$ cat src/rtl/mem_access_ctrl_pkg.sv
// rtl/mem_access_ctrl_pkg.sv - shared state encoding and width defaults for the MEM-stage access controller
package mem_access_ctrl_pkg;

   localparam int ADDR_W_DEF = 32;
   localparam int DATA_W_DEF = 32;

   typedef enum logic [1:0] {
      ST_IDLE = 2'b00,
      ST_WAIT = 2'b01,
      ST_DONE = 2'b10
   } mac_state_e;

   // A load and a store presented together resolve to a store.
   function automatic logic access_is_write(input logic mem_read, input logic mem_write);
      return mem_write | (mem_read & mem_write);
   endfunction

endpackage

$ cat src/rtl/mem_perf_cnt.sv
// rtl/mem_perf_cnt.sv - free-running stall-cycle and completed-transfer counters
module mem_perf_cnt (
   input  logic        clk_i,
   input  logic        rst_i,
   input  logic        stall,
   input  logic        xfer,
   output logic [31:0] stall_cnt,
   output logic [31:0] access_cnt
);

   always_ff @(posedge clk_i or posedge rst_i) begin
      if (rst_i) begin
         stall_cnt  <= 32'd0;
         access_cnt <= 32'd0;
      end else begin
         if (stall) stall_cnt <= stall_cnt + 32'd1;
         if (xfer)  access_cnt <= access_cnt + 32'd1;
      end
   end

endmodule

$ cat src/rtl/mem_access_ctrl.sv
// rtl/mem_access_ctrl.sv - MEM-stage req/ack access sequencer and pipeline stall; MEM_STALL_CNT_EN adds perf counters
module mem_access_ctrl
   import mem_access_ctrl_pkg::*;
#(
   parameter int ADDR_W = ADDR_W_DEF,
   parameter int DATA_W = DATA_W_DEF
) (
   input  logic              clk_i,
   input  logic              rst_i,
   input  logic              MemRead_i,
   input  logic              MemWrite_i,
   input  logic [ADDR_W-1:0] Addr_i,
   input  logic [DATA_W-1:0] WrData_i,
   output logic              stall_o,
   output logic [DATA_W-1:0] RdData_o,
   output logic              RdValid_o,
   output logic              mem_req_o,
   output logic              mem_we_o,
   output logic [ADDR_W-1:0] mem_addr_o,
   output logic [DATA_W-1:0] mem_wdata_o,
   input  logic              mem_ack_i,
`ifdef MEM_STALL_CNT_EN
   output logic [31:0]       StallCnt_o,
   output logic [31:0]       AccessCnt_o,
`endif
   input  logic [DATA_W-1:0] mem_rdata_i
);

   mac_state_e        state_q, state_d;
   logic              req_d, we_d, rd_valid_d;
   logic [ADDR_W-1:0] addr_d;
   logic [DATA_W-1:0] wdata_d, rd_data_d;
   logic              access_req;
   logic              xfer;

   assign access_req = MemRead_i | MemWrite_i;
   assign xfer       = (state_q == ST_WAIT) & mem_req_o & mem_ack_i;

   always_ff @(posedge clk_i or posedge rst_i) begin
      if (rst_i) begin
         state_q     <= ST_IDLE;
         mem_req_o   <= 1'b0;
         mem_we_o    <= 1'b0;
         mem_addr_o  <= '0;
         mem_wdata_o <= '0;
         RdData_o    <= '0;
         RdValid_o   <= 1'b0;
      end else begin
         state_q     <= state_d;
         mem_req_o   <= req_d;
         mem_we_o    <= we_d;
         mem_addr_o  <= addr_d;
         mem_wdata_o <= wdata_d;
         RdData_o    <= rd_data_d;
         RdValid_o   <= rd_valid_d;
      end
   end

   // stall_o drops in DONE so the EX/MEM register advances and the access is not re-issued.
   always_comb begin
      state_d    = state_q;
      req_d      = mem_req_o;
      we_d       = mem_we_o;
      addr_d     = mem_addr_o;
      wdata_d    = mem_wdata_o;
      rd_data_d  = RdData_o;
      rd_valid_d = RdValid_o;
      stall_o    = 1'b0;
      case (state_q)
         ST_IDLE: begin
            if (access_req) begin
               stall_o = 1'b1;
               req_d   = 1'b1;
               we_d    = access_is_write(MemRead_i, MemWrite_i);
               addr_d  = Addr_i;
               wdata_d = WrData_i;
               state_d = ST_WAIT;
            end
         end
         ST_WAIT: begin
            stall_o = 1'b1;
            if (xfer) begin
               req_d   = 1'b0;
               state_d = ST_DONE;
               if (!mem_we_o) begin
                  rd_data_d  = mem_rdata_i;
                  rd_valid_d = 1'b1;
               end
            end
         end
         ST_DONE: begin
            rd_valid_d = 1'b0;
            state_d    = ST_IDLE;
         end
         default: begin
            req_d      = 1'b0;
            rd_valid_d = 1'b0;
            state_d    = ST_IDLE;
         end
      endcase
   end

`ifdef MEM_STALL_CNT_EN
   mem_perf_cnt u_perf_cnt (
      .clk_i      (clk_i),
      .rst_i      (rst_i),
      .stall      (stall_o),
      .xfer       (xfer),
      .stall_cnt  (StallCnt_o),
      .access_cnt (AccessCnt_o)
   );
`endif

endmodule

$ cat config.mk
export PLATFORM = sky130hd
export DESIGN_NAME = mem_access_ctrl
export DESIGN_NICKNAME = d
export VERILOG_FILES = /design/src/rtl/mem_access_ctrl_pkg.sv /design/src/rtl/mem_perf_cnt.sv /design/src/rtl/mem_access_ctrl.sv
export SDC_FILE = /design/constraint.sdc
export NUM_CORES = 1
export LEC_CHECK = 0
export CAP_MARGIN = 15
export CORE_MARGIN = 1
export CORE_UTILIZATION = 30
export CTS_BUF_LIST = sky130_fd_sc_hd__clkbuf_4 sky130_fd_sc_hd__clkbuf_8
export DETAILED_ROUTE_END_ITERATION = 12
export MAX_ROUTING_LAYER = met4
export PLACE_DENSITY = 0.71
export RECOVER_POWER = 100
export REMOVE_ABC_BUFFERS = 1
export SYNTH_ARGS = -nofsm -noshare
export SYNTH_HDL_FRONTEND = slang
export SYNTH_SLANG_ARGS = --single-unit
export TNS_END_PERCENT = 20
$ cat constraint.sdc
create_clock -name clk_i -period 7 [get_ports clk_i]
set_input_delay 0.7 -clock clk_i [delete_from_list [all_inputs] [get_ports clk_i]]
set_output_delay 0.7 -clock clk_i [all_outputs]
set_load 0.005 [all_outputs]
* Yosys cells after proc, flatten, opt, wreduce, memory -nomap -nowiden
Index checks and enable logic that the tools add are counted.
** Storage, ports and cells
- Register bits after elaboration :: 101
- Output and inout bits :: 100
- Word-level logic and storage cells :: 37
** Cells by class
- Equal/unequal tests :: 5
- Muxes and demuxes :: 11
- Bitwise gates (word level) :: 8
- Reduce and logical (&&, ||, !) cells :: 6
** Operator list (count)
- $reduce_and 3->1 :: 3
- $ne 2x2->1 const B :: 3
- $mux 1 :: 5
- $mux 2 :: 2
- $pmux 1 s2 :: 2
- $pmux 2 s2 :: 1
- $reduce_and 2->1 :: 2
- $and 1x1->1 :: 3
- $not 1->1 :: 3
- $pmux 1 s3 :: 1
- $eq 2x1->1 const B :: 1
- $eq 2x2->1 const B :: 1
- $logic_not 2->1 :: 1
- $or 1x1->1 :: 2

* Logic depth before layout (Yosys ltp)
Gate-level depths: netlist of run 1.
- Depth after elaboration :: 5
- Depth in mapped cells :: 5

* Worst setup path before layout of run 1
OpenSTA, ideal clock, no wires.
- Path type :: input port to flip-flop
- From :: input mem_ack_i
- To :: register RdData_o[0]
- Data arrival time :: 1.539 ns
- Data required time :: 6.875 ns
- Setup slack :: 5.336 ns
- Cell stages on the path :: 4
- Buffers on the path :: 1
- Path through :: nand2_1 -> nor3_4 -> buf_6 -> mux2_2
** On the way
- Longest elaborated chain between the ends :: 2
** RTL lines
- start: declaration :: RTL line mem_access_ctrl.sv:21 : input logic mem_ack_i,
- $and 1x1->1 :: RTL line mem_access_ctrl.sv:37 : assign xfer = (state_q == ST_WAIT) & mem_req_o & mem_ack_i;
- $reduce_and 3->1 (no source line)
- end signal: assignment :: RTL line mem_access_ctrl.sv:54 : RdData_o <= rd_data_d;
- end: declaration :: RTL line mem_access_ctrl.sv:15 : output logic [DATA_W-1:0] RdData_o,
Every way passes these cells.
A chain may end at the register's enable or synchronous reset.

* Worst setup path in the final report of run 1
- From :: input MemRead_i
- To :: register mem_addr_o[8]
** On the way
- Longest elaborated chain between the ends :: 2
** RTL lines
- start: declaration :: RTL line mem_access_ctrl.sv:10 : input logic MemRead_i,
- $or 1x1->1 :: RTL line mem_access_ctrl.sv:36 : assign access_req = MemRead_i | MemWrite_i;
- $reduce_and 2->1 (no source line)
- end signal: assignment :: RTL line mem_access_ctrl.sv:52 : mem_addr_o <= addr_d;
- end: declaration :: RTL line mem_access_ctrl.sv:19 : output logic [ADDR_W-1:0] mem_addr_o,
Every way passes these cells.

==> results.py, run 1 <==
metrics = {
    "clocking": {
        "post_cts_buffers": 0,
        "cts_resized": 0,
        "cts_hold_buf": 0,
        "cts_buffers": 9,
        "clk_pin_slew_ns": 0.09,
        "clock-sinks": 101,
        "insertion_delay_ns": 0.37,
        "cts_buffer_depth": 2,
        "cts_root_buf": "clkbuf_8",
        "cts_tree": "done",
        "cts_htree_levels": 3,
    },
    "timing": {
        "fin_ws_ns": 2.781,
        "max_freq_mhz": 237.0,
        "post-route-period-util": 0.6027,
        "worst_pin_slew_ns": 3.565,
        "setup_viol": 0,
        "slew_violations": 154,
        "period_needed_ns": 4.219,
        "relSlewSlack": -1.376,
        "hold_violations": 0,
        "rsz0062_at_grt": "no",
        "timing.setup.tns_ns": 0,
        "clock-skew-final_ns": 0.009229,
    },
    "logic_synthesis": {
        "yosysTopAreaCell": "dfrtp_1",
        "synth_warnings": 0,
        "ys_seq_area_frac": 0.6599,
        "synth_top_area_frac": 0.6599,
        "synth_seq_cells": 101,
        "avgSynthCellArea_um2": 17.10,
        "synth_area_leaders": "dfrtp_1 66%, mux2_2 27%, buf_6 2.4%, mux2_1 0.88%, mux2_4 0.78%",
        "synth_area_um2": 3830,
        "synth_cell_types": 19,
        "postSynthCellCount": 224,
    },
    "outcome": {
        "outcome": "complete, but fails checks",
        "violations": "max-capacitance violations, max-slew violations",
    },
    "global_routing": {
        "grt-ovfl-total": 0,
        "grt.total_usage": 0.1472,
        "antenna_found_initial": 0,
        "grt_max_degree": 67,
        "grt_pass1_vias": 2884,
        "grt_pass1_wl_mm": 14.15,
    },
    "critical_path": {
        "cp_slowest_cell": "clkbuf_1",
        "cp.arrival_ns": 4.47,
        "reg2reg_depth": 4,
        "cp_cell_sequence": "dlygate4sd3_1 -> o21a_2 -> clkbuf_1 -> mux2_2",
        "critPathCaptureType": "flip-flop",
        "cp_max_fo": 66,
        "r2r_start": "state_q[0]",
        "max_stage_delay_ns": 2.48,
        "required_ns": 7.25,
        "crit_type": "in -> reg",
        "critPathLaunch": "MemRead_i",
        "start_kind": "input port",
    },
    "detailed_routing": {
        "num_vias": 2625,
        "viasPerCell": 4.375,
        "drt_iter0_markers": 66,
        "post_drt_wl_per_cell_um": 14.91,
        "firstDrtPassIters": 3,
        "drc": 0,
        "ant_nets": 0,
        "wirelength_mm": 8.947,
    },
    "min_path": {
        "min_path_cells": 1,
        "hp-class": "reg -> reg",
        "hold_start": "mem_addr_o[25]",
    },
    "floorplanning": {
        "dieHeight_um": 115.0,
        "dieArea_um2": 13220,
        "core_area_um2": 12210,
        "io_pins": 201,
        "row_count": 40,
        "fp.dieW_um": 115.0,
        "start_util": 0.3136,
    },
    "place": {
        "post-place-ws_ns": 4.409,
        "numPortBuffers": 200,
        "gp_congestion": 0.7197,
        "hpwl_mm": 6.550,
    },
    "layout": {
        "n_fill_cell": 1110,
        "final_cell_mix": "103 x dlygate4sd3_1, 101 x dfrtp_1, 97 x clkdlybuf4s50_1",
        "final_common_cell": "dlygate4sd3_1",
        "layout-drive-gt1-share": 0.2569,
        "finalNetCount": 529,
        "diodes": 0,
        "syn_to_final_growth_pct": 59.56,
    },
    "power_and_ir_drop": {
        "p_per_area_nw_per_um2": 161.1,
        "leakage_uw": 0.003159,
        "peakVddDrop_mv": 0.08535,
    },
    "flow_run": {
        "drv_cap": 3,
    },
}
-- final cells by class --
class,count,area [um^2],area share
clock buffers,13,160.2,0.02621
clock inverters,2,10.01,0.001638
inverters,2,8.758,0.001433
multi-input cells,111,1177,0.1927
flip-flops and latches,101,2527,0.4136
well taps,168,210.2,0.03440
repair buffers,203,2017,0.3301
-- path summary, 6_finish.rpt --
check	to	slack, ns
worst max-delay path	mem_addr_o[8]	2.78
worst min-delay path	mem_addr_o[25]	0.49
worst max register to register	mem_addr_o[8]	3.04
worst min register to register	mem_addr_o[25]	0.49
max in group asynchronous	mem_addr_o[28]	4.16
min in group asynchronous	mem_addr_o[4]	1.36
-- routing by layer --
layer | GRT usage | part of all wire | vias to the layer above
met5 | - | 0 | -
met4 | 0.07013 | 0.016 | 0
met3 | 0.05219 | 0.095 | 9
met2 | 0.2394 | 0.48 | 133
met1 | 0.1606 | 0.41 | 1286
li1 | - | - | 1197
-- through the flow --
step	cell area (um^2)	power (uW)	hold slack (ns)	std cells	utilization
6_report	6111	984.2	0.4912	600	0.5004
5_1_grt	6111	1029	0.5153	600	0.5004
4_1_cts	6138	1004	0.5072	600	0.5027
3_5_place_dp	5968	664.0	0.4885	585	0.4887
3_3_place_gp	5968	662.8	0.4706	585	0.4887
2_1_floorplan	3730	603.6	0.4775	214	-
-- Yosys cell counts --
cell	number
dfrtp_1	101
mux2_2	91
buf_6	8
mux2_1	3
buf_2	2
inv_1	2
mux2_4	2
nand2_1	2
nor2_1	2
o21a_1	2
a21o_1	1
a22o_1	1
and2_1	1
nand2b_4	1
nor2_2	1
nor3_1	1
nor3_4	1
o21ai_0	1
o21bai_1	1
-- critical path: cells and delay by family --
family,cells,cell delay (ns)
AOI/OAI and AO/OA,1,0.12
buffers and inverters,2,3.05
muxes,1,0.50
-- power breakdown --
group	leakage (uW)	switching (uW)	total [uW]	internal, uW
combinational	0.00166	18.8	67.5	48.6
sequential	0.00141	0	583	583
clock	0.0000935	186	334	148
-- registers in the layout, indices dropped and copies added, names as in the netlist --
name,cells
RdData_o,32
RdValid_o,1
mem_addr_o,32
mem_req_o,1
mem_wdata_o,32
mem_we_o,1
state_q,2
-- logic make-up (layout without fill, tap and decap cells) --
family,Yosys count,count (layout),synth area share
flip-flops,101,101,0.6599
AND/OR/NAND/NOR,9,9,0.01634
AO/OA/AOI/OAI,6,6,0.01143
buffers and inverters,12,220,0.02810
multiplexers,96,96,0.2842
Power figures use the tool's default switching activity.
==> run 2: changes to the inputs <==
--- a/config.mk
+++ b/config.mk
@@ -11,7 +11,7 @@
 export CTS_BUF_LIST = sky130_fd_sc_hd__clkbuf_4 sky130_fd_sc_hd__clkbuf_8
 export DETAILED_ROUTE_END_ITERATION = 12
 export MAX_ROUTING_LAYER = met4
-export PLACE_DENSITY = 0.71
+export PLACE_DENSITY = 0.73
 export RECOVER_POWER = 100
 export REMOVE_ABC_BUFFERS = 1
 export SYNTH_ARGS = -nofsm -noshare
==> constraint.sdc (replaced) <==
create_clock -name clk_i -period 3.79 [get_ports clk_i]
set_input_delay 0.379 -clock clk_i [delete_from_list [all_inputs] [get_ports clk_i]]
set_output_delay 0.379 -clock clk_i [all_outputs]
set_load 0.005 [all_outputs]
==> results.py, run 2 (synthesis gave the netlist of run 1 again) <==
metrics = {
    "power_and_ir_drop": {
        "netSwitchingPower_uw": 377.4,
        "leakage_uw": 0.003163,
        "comb_power_share": 0.067,
        "peakVddDrop_mv": 0.2394,
        "sequentialPowerShare": 0.579,
        "p_sw_frac": 0.2030,
        "p_per_area_nw_per_um2": 303.0,
        "internal_power_uw": 1481,
        "clkPwrFrac": 0.354,
    },
    "timing": {
        "clock-skew-final_ns": 0.003402,
        "relSlewSlack": -0.4016,
        "rsz0062_at_grt": "no",
        "timing.setup.tns_ns": 0,
        "setup_viol": 0,
        "max_freq_mhz": 376.0,
        "worst_pin_slew_ns": 2.091,
        "hold_violations": 0,
        "post-route-period-util": 0.7017,
        "period_needed_ns": 2.659,
        "slew_violations": 151,
        "fin_ws_ns": 1.131,
    },
    "clocking": {
        "clk_pin_slew_ns": 0.09,
        "cts_resized": 0,
        "insertion_delay_ns": 0.36,
        "cts_hold_buf": 0,
        "cts_tree": "done",
        "cts_buffers": 9,
        "post_cts_buffers": 0,
        "cts_buffer_depth": 2,
        "cts_htree_levels": 3,
        "clock-sinks": 101,
        "cts_root_buf": "clkbuf_8",
    },
    "global_routing": {
        "grt.total_usage": 0.1435,
        "grt_max_degree": 67,
        "grt-ovfl-total": 0,
        "grt_pass1_vias": 2907,
        "grt_pass1_wl_mm": 13.86,
        "antenna_found_initial": 0,
    },
    "detailed_routing": {
        "drt_iter0_markers": 78,
        "firstDrtPassIters": 3,
        "ant_nets": 0,
        "viasPerCell": 4.400,
        "wirelength_mm": 8.759,
        "drc": 0,
        "post_drt_wl_per_cell_um": 14.60,
        "num_vias": 2640,
    },
    "layout": {
        "diodes": 0,
        "final_cell_mix": "101 x dfrtp_1, 101 x dlygate4sd3_1, 99 x clkdlybuf4s50_1",
        "fin_util": 0.5024,
        "syn_to_final_growth_pct": 60.18,
        "n_fill_cell": 1096,
        "final-instance-count-excl-fill": 600,
        "finalNetCount": 530,
        "layout-drive-gt1-share": 0.2523,
        "largestRegisters": "RdData_o: 32 flops, mem_addr_o: 32 flops, mem_wdata_o: 32 flops",
    },
    "critical_path": {
        "crit_type": "reg -> reg",
        "cp.arrival_ns": 2.91,
        "start_kind": "flip-flop",
        "required_ns": 4.04,
        "cp_max_fo": 33,
        "critPathCaptureType": "flip-flop",
        "rrSetupSlack_ns": 1.13,
    },
    "floorplanning": {
        "dieArea_um2": 13220,
        "row_count": 40,
        "core_area_um2": 12210,
        "fp.dieW_um": 115.0,
        "io_pins": 201,
        "start_util": 0.3136,
        "dieHeight_um": 115.0,
    },
    "place": {
        "dp_cells": 586,
        "gp_congestion": 0.6694,
        "post-place-ws_ns": 1.510,
        "numPortBuffers": 200,
        "hpwl_mm": 6.480,
    },
    "outcome": {
        "violations": "max-capacitance violations, max-slew violations",
        "outcome": "complete, but fails checks",
    },
    "flow_run": {
        "drv_cap": 3,
    },
    "min_path": {
        "hp-class": "reg -> reg",
    },
}
run 2: cell types whose count changed in the layout (fill, tap and decap cells not counted), moves of 2 or more:
cell             previous run  this run
clkbuf_4                    3         0
dlygate4sd3_1             103       101
clkdlybuf4s50_1            97        99
clkinvlp_4                  0         2
run 2: final cells by class:
| type | instances | area [um^2] | area share |
|---|---|---|---|
| Clock inverter | 4 | 50.05 | 0.008158 |
| Sequential cell | 101 | 2527 | 0.4120 |
| Timing Repair Buffer | 204 | 2022 | 0.3296 |
| Inverter | 2 | 8.758 | 0.001428 |
| Tap cell | 168 | 210.2 | 0.03426 |
| Multi-Input combinational cell | 111 | 1179 | 0.1921 |
| Clock buffer | 10 | 137.6 | 0.02244 |
run 2: power by group through the flow:
stage,logic [uW],registers (uW),clock network [uW]
2_1_floorplan,16.6,1100,0
3_3_place_gp,126,1100,0
3_5_place_dp,128,1100,0
4_1_cts,129,1080,697
5_1_grt,135,1080,739
6_report,124,1080,658
run 2: critical path, cell delays in order, from the launching register on:
cell      delay [ns]
dfrtp_1         0.43
nand2b_1        0.23
nor3_4          0.17
clkbuf_1        1.26
mux2_2          0.45
run 2: worst paths after layout:
| path | start | endpoint | depth (start not counted) |
|---|---|---|---|
| worst max-delay path | state_q[1] | RdData_o[10] | 4 |
| worst min-delay path | RdValid_o | RdValid_o | 1 |
| worst max register to register | state_q[1] | RdData_o[10] | 4 |
| worst min register to register | RdValid_o | RdValid_o | 1 |
| max in group asynchronous | rst_i | mem_addr_o[12] | 3 |
| min in group asynchronous | rst_i | mem_addr_o[27] | 2 |
run 2: routing by layer:
layer | part of all wire | global-route usage | up-vias
li1 | - | - | 1195
met1 | 0.37 | 0.1439 | 1298
met2 | 0.51 | 0.2454 | 136
met3 | 0.11 | 0.06220 | 11
met4 | 0.014 | 0.05628 | 0
met5 | 0 | - | -
run 2: per-stage QoR:
step | hold WS [ns] | area, um^2 | power (uW)
global route | 0.5039 | 6135 | 1952
finish | 0.4834 | 6135 | 1859
global placement | 0.4675 | 5976 | 1224
detailed placement | 0.4759 | 5976 | 1226
floorplan | 0.4775 | 3730 | 1115
CTS | 0.4396 | 6163 | 1902
==> run 3: changes to the inputs <==
==> constraint.sdc (replaced) <==
create_clock -name clk_i -period 2.2 [get_ports clk_i]
set_input_delay 0.22 -clock clk_i [delete_from_list [all_inputs] [get_ports clk_i]]
set_output_delay 0.22 -clock clk_i [all_outputs]
set_load 0.005 [all_outputs]
==> results.py, run 3 (synthesis gave the netlist of run 1 again) <==
metrics = {
    "floorplanning": {
        "start_util": 0.3136,
        "row_count": 40,
        "dieArea_um2": 13220,
        "io_pins": 201,
        "core_area_um2": 12210,
        "fp.dieW_um": 115.0,
        "dieHeight_um": 115.0,
    },
    "critical_path": {
        "r2r_start": "state_q[1]",
        "required_ns": 1.98,
        "cp.arrival_ns": 1.60,
        "reg2reg_depth": 4,
        "crit_type": "reg -> out",
        "critPathCaptureType": "output port",
        "start_kind": "flip-flop",
        "reg2reg_to": "RdData_o[1]",
        "rrSetupSlack_ns": 0.50,
        "cp_max_fo": 4,
    },
    "global_routing": {
        "busiest_layer": "met2",
        "grt_max_degree": 102,
        "met2_usage": 0.2233,
        "grt_pass1_wl_mm": 13.79,
        "use_met3": 0.04270,
        "grt_pass1_vias": 2817,
        "antenna_found_initial": 0,
        "grt.met1_usage": 0.1651,
        "grt-ovfl-total": 0,
        "grt.total_usage": 0.1409,
    },
    "power_and_ir_drop": {
        "sequentialPowerShare": 0.562,
        "p_per_area_nw_per_um2": 535.1,
        "leakage_uw": 0.003185,
        "clkPwrFrac": 0.373,
        "peakVddDrop_mv": 0.4435,
        "p_sw_frac": 0.2026,
        "comb_power_share": 0.065,
        "netSwitchingPower_uw": 668.5,
        "internal_power_uw": 2632,
    },
    "timing": {
        "post-route-period-util": 0.8284,
        "setup_viol": 0,
        "hold_violations": 0,
        "rsz0062_at_grt": "no",
        "relSlewSlack": 0.07517,
        "worst_pin_slew_ns": 1.387,
        "slew_violations": 0,
        "finalHoldWorstSlack_ns": 0.4298,
        "clock-skew-final_ns": 0.006217,
        "max_freq_mhz": 548.7,
        "period_needed_ns": 1.822,
    },
    "place": {
        "placed_cell_area_um2": 6006,
        "hpwl_mm": 6.393,
        "gp_congestion": 0.6696,
        "numPortBuffers": 200,
    },
    "detailed_routing": {
        "num_vias": 2650,
        "post_drt_wl_per_cell_um": 14.75,
        "firstDrtPassIters": 2,
        "wirelength_mm": 8.849,
        "ant_nets": 0,
        "drc": 0,
        "drt_iter0_markers": 111,
        "viasPerCell": 4.417,
    },
    "layout": {
        "syn_to_final_growth_pct": 61.03,
        "n_fill_cell": 1100,
        "layout-drive-gt1-share": 0.2569,
        "finalNetCount": 529,
        "fin_util": 0.5050,
        "largestRegisters": "RdData_o: 32 flops, mem_addr_o: 32 flops, mem_wdata_o: 32 flops",
        "final_cell_mix": "101 x dfrtp_1, 101 x dlygate4sd3_1, 99 x clkdlybuf4s50_1",
        "post-route-cell-area_um2": 6167,
        "diodes": 0,
    },
    "clocking": {
        "cts_htree_levels": 3,
        "post_cts_buffers": 0,
        "cts_root_buf": "clkbuf_8",
        "clk_pin_slew_ns": 0.09,
        "cts_buffers": 9,
        "insertion_delay_ns": 0.37,
        "cts_hold_buf": 0,
        "cts_tree": "done",
        "cts_buffer_depth": 2,
        "cts_resized": 0,
        "clock-sinks": 101,
    },
    "flow_run": {
        "drv_cap": 0,
    },
    "min_path": {
        "min_path_cells": 3,
        "hold_start": "mem_ack_i",
        "hp-class": "in -> reg",
        "min_to": "state_q[1]",
    },
    "outcome": {
        "outcome": "finished clean",
    },
}
[run 3: cell count changes in the layout (fill, tap and decap cells not counted), sizes merged]
cell      change
buf           +1
clkinvlp      -2
clkinv        -1
clkbuf        +2
[run 3: worst max path at each step]
stage	from	endpoint	slack (ns)
finish	state_q[0]	stall_o	0.38
global route	rst_i	mem_wdata_o[12]	0.26
CTS	state_q[0]	stall_o	0.41
detailed placement	MemWrite_i	mem_addr_o[5]	0.43
global placement	MemWrite_i	mem_wdata_o[2]	0.47
floorplan	rst_i	RdData_o[0]	-0.67
[run 3: area by class of cell]
cell class              instances  area [um^2]  area share
flip-flops and latches        101         2527      0.4098
inverters                       2        8.758    0.001420
repair buffers                203         2049      0.3323
clock buffers                  14        173.9     0.02820
clock inverters                 1        30.03    0.004869
multi-input cells             111         1167      0.1893
well taps                     168        210.2     0.03408
[run 3: power by group through the flow]
stage	Clock, uW	Sequential, uW	Combinational (uW)
after floorplan	0	1890	28.5
after global placement	0	1890	218
after detailed placement	0	1890	222
after CTS	1280	1850	223
after global routing	1350	1860	232
final	1230	1850	214
[run 3: routing by layer]
layer | vias up | part of all wire | wire length, um
met4 | 0 | 0.018 | 163
met5 | - | 0 | 0
li1 | 1194 | - | -
met2 | 133 | 0.48 | 4246
met1 | 1312 | 0.42 | 3690
met3 | 11 | 0.085 | 748
[run 3: worst max-delay path, stage by stage, from the launching register on]
cell,delay (ns)
dfrtp_1,0.42
nor3_1,0.19
nor2_1,0.05
dlygate4sd3_1,0.58
[run 3: through the flow]
| step | setup WS (ns) | TNS [ns] | cells | total power (uW) |
|---|---|---|---|---|
| 4_1_cts | 0.4142 | 0 | 600 | 3358 |
| 2_1_floorplan | -0.6671 | -97.61 | 214 | 1920 |
| 6_report | 0.3775 | 0 | 600 | 3300 |
| 3_3_place_gp | 0.4689 | 0 | 585 | 2109 |
| 5_1_grt | 0.2552 | 0 | 600 | 3442 |
| 3_5_place_dp | 0.4264 | 0 | 585 | 2114 |
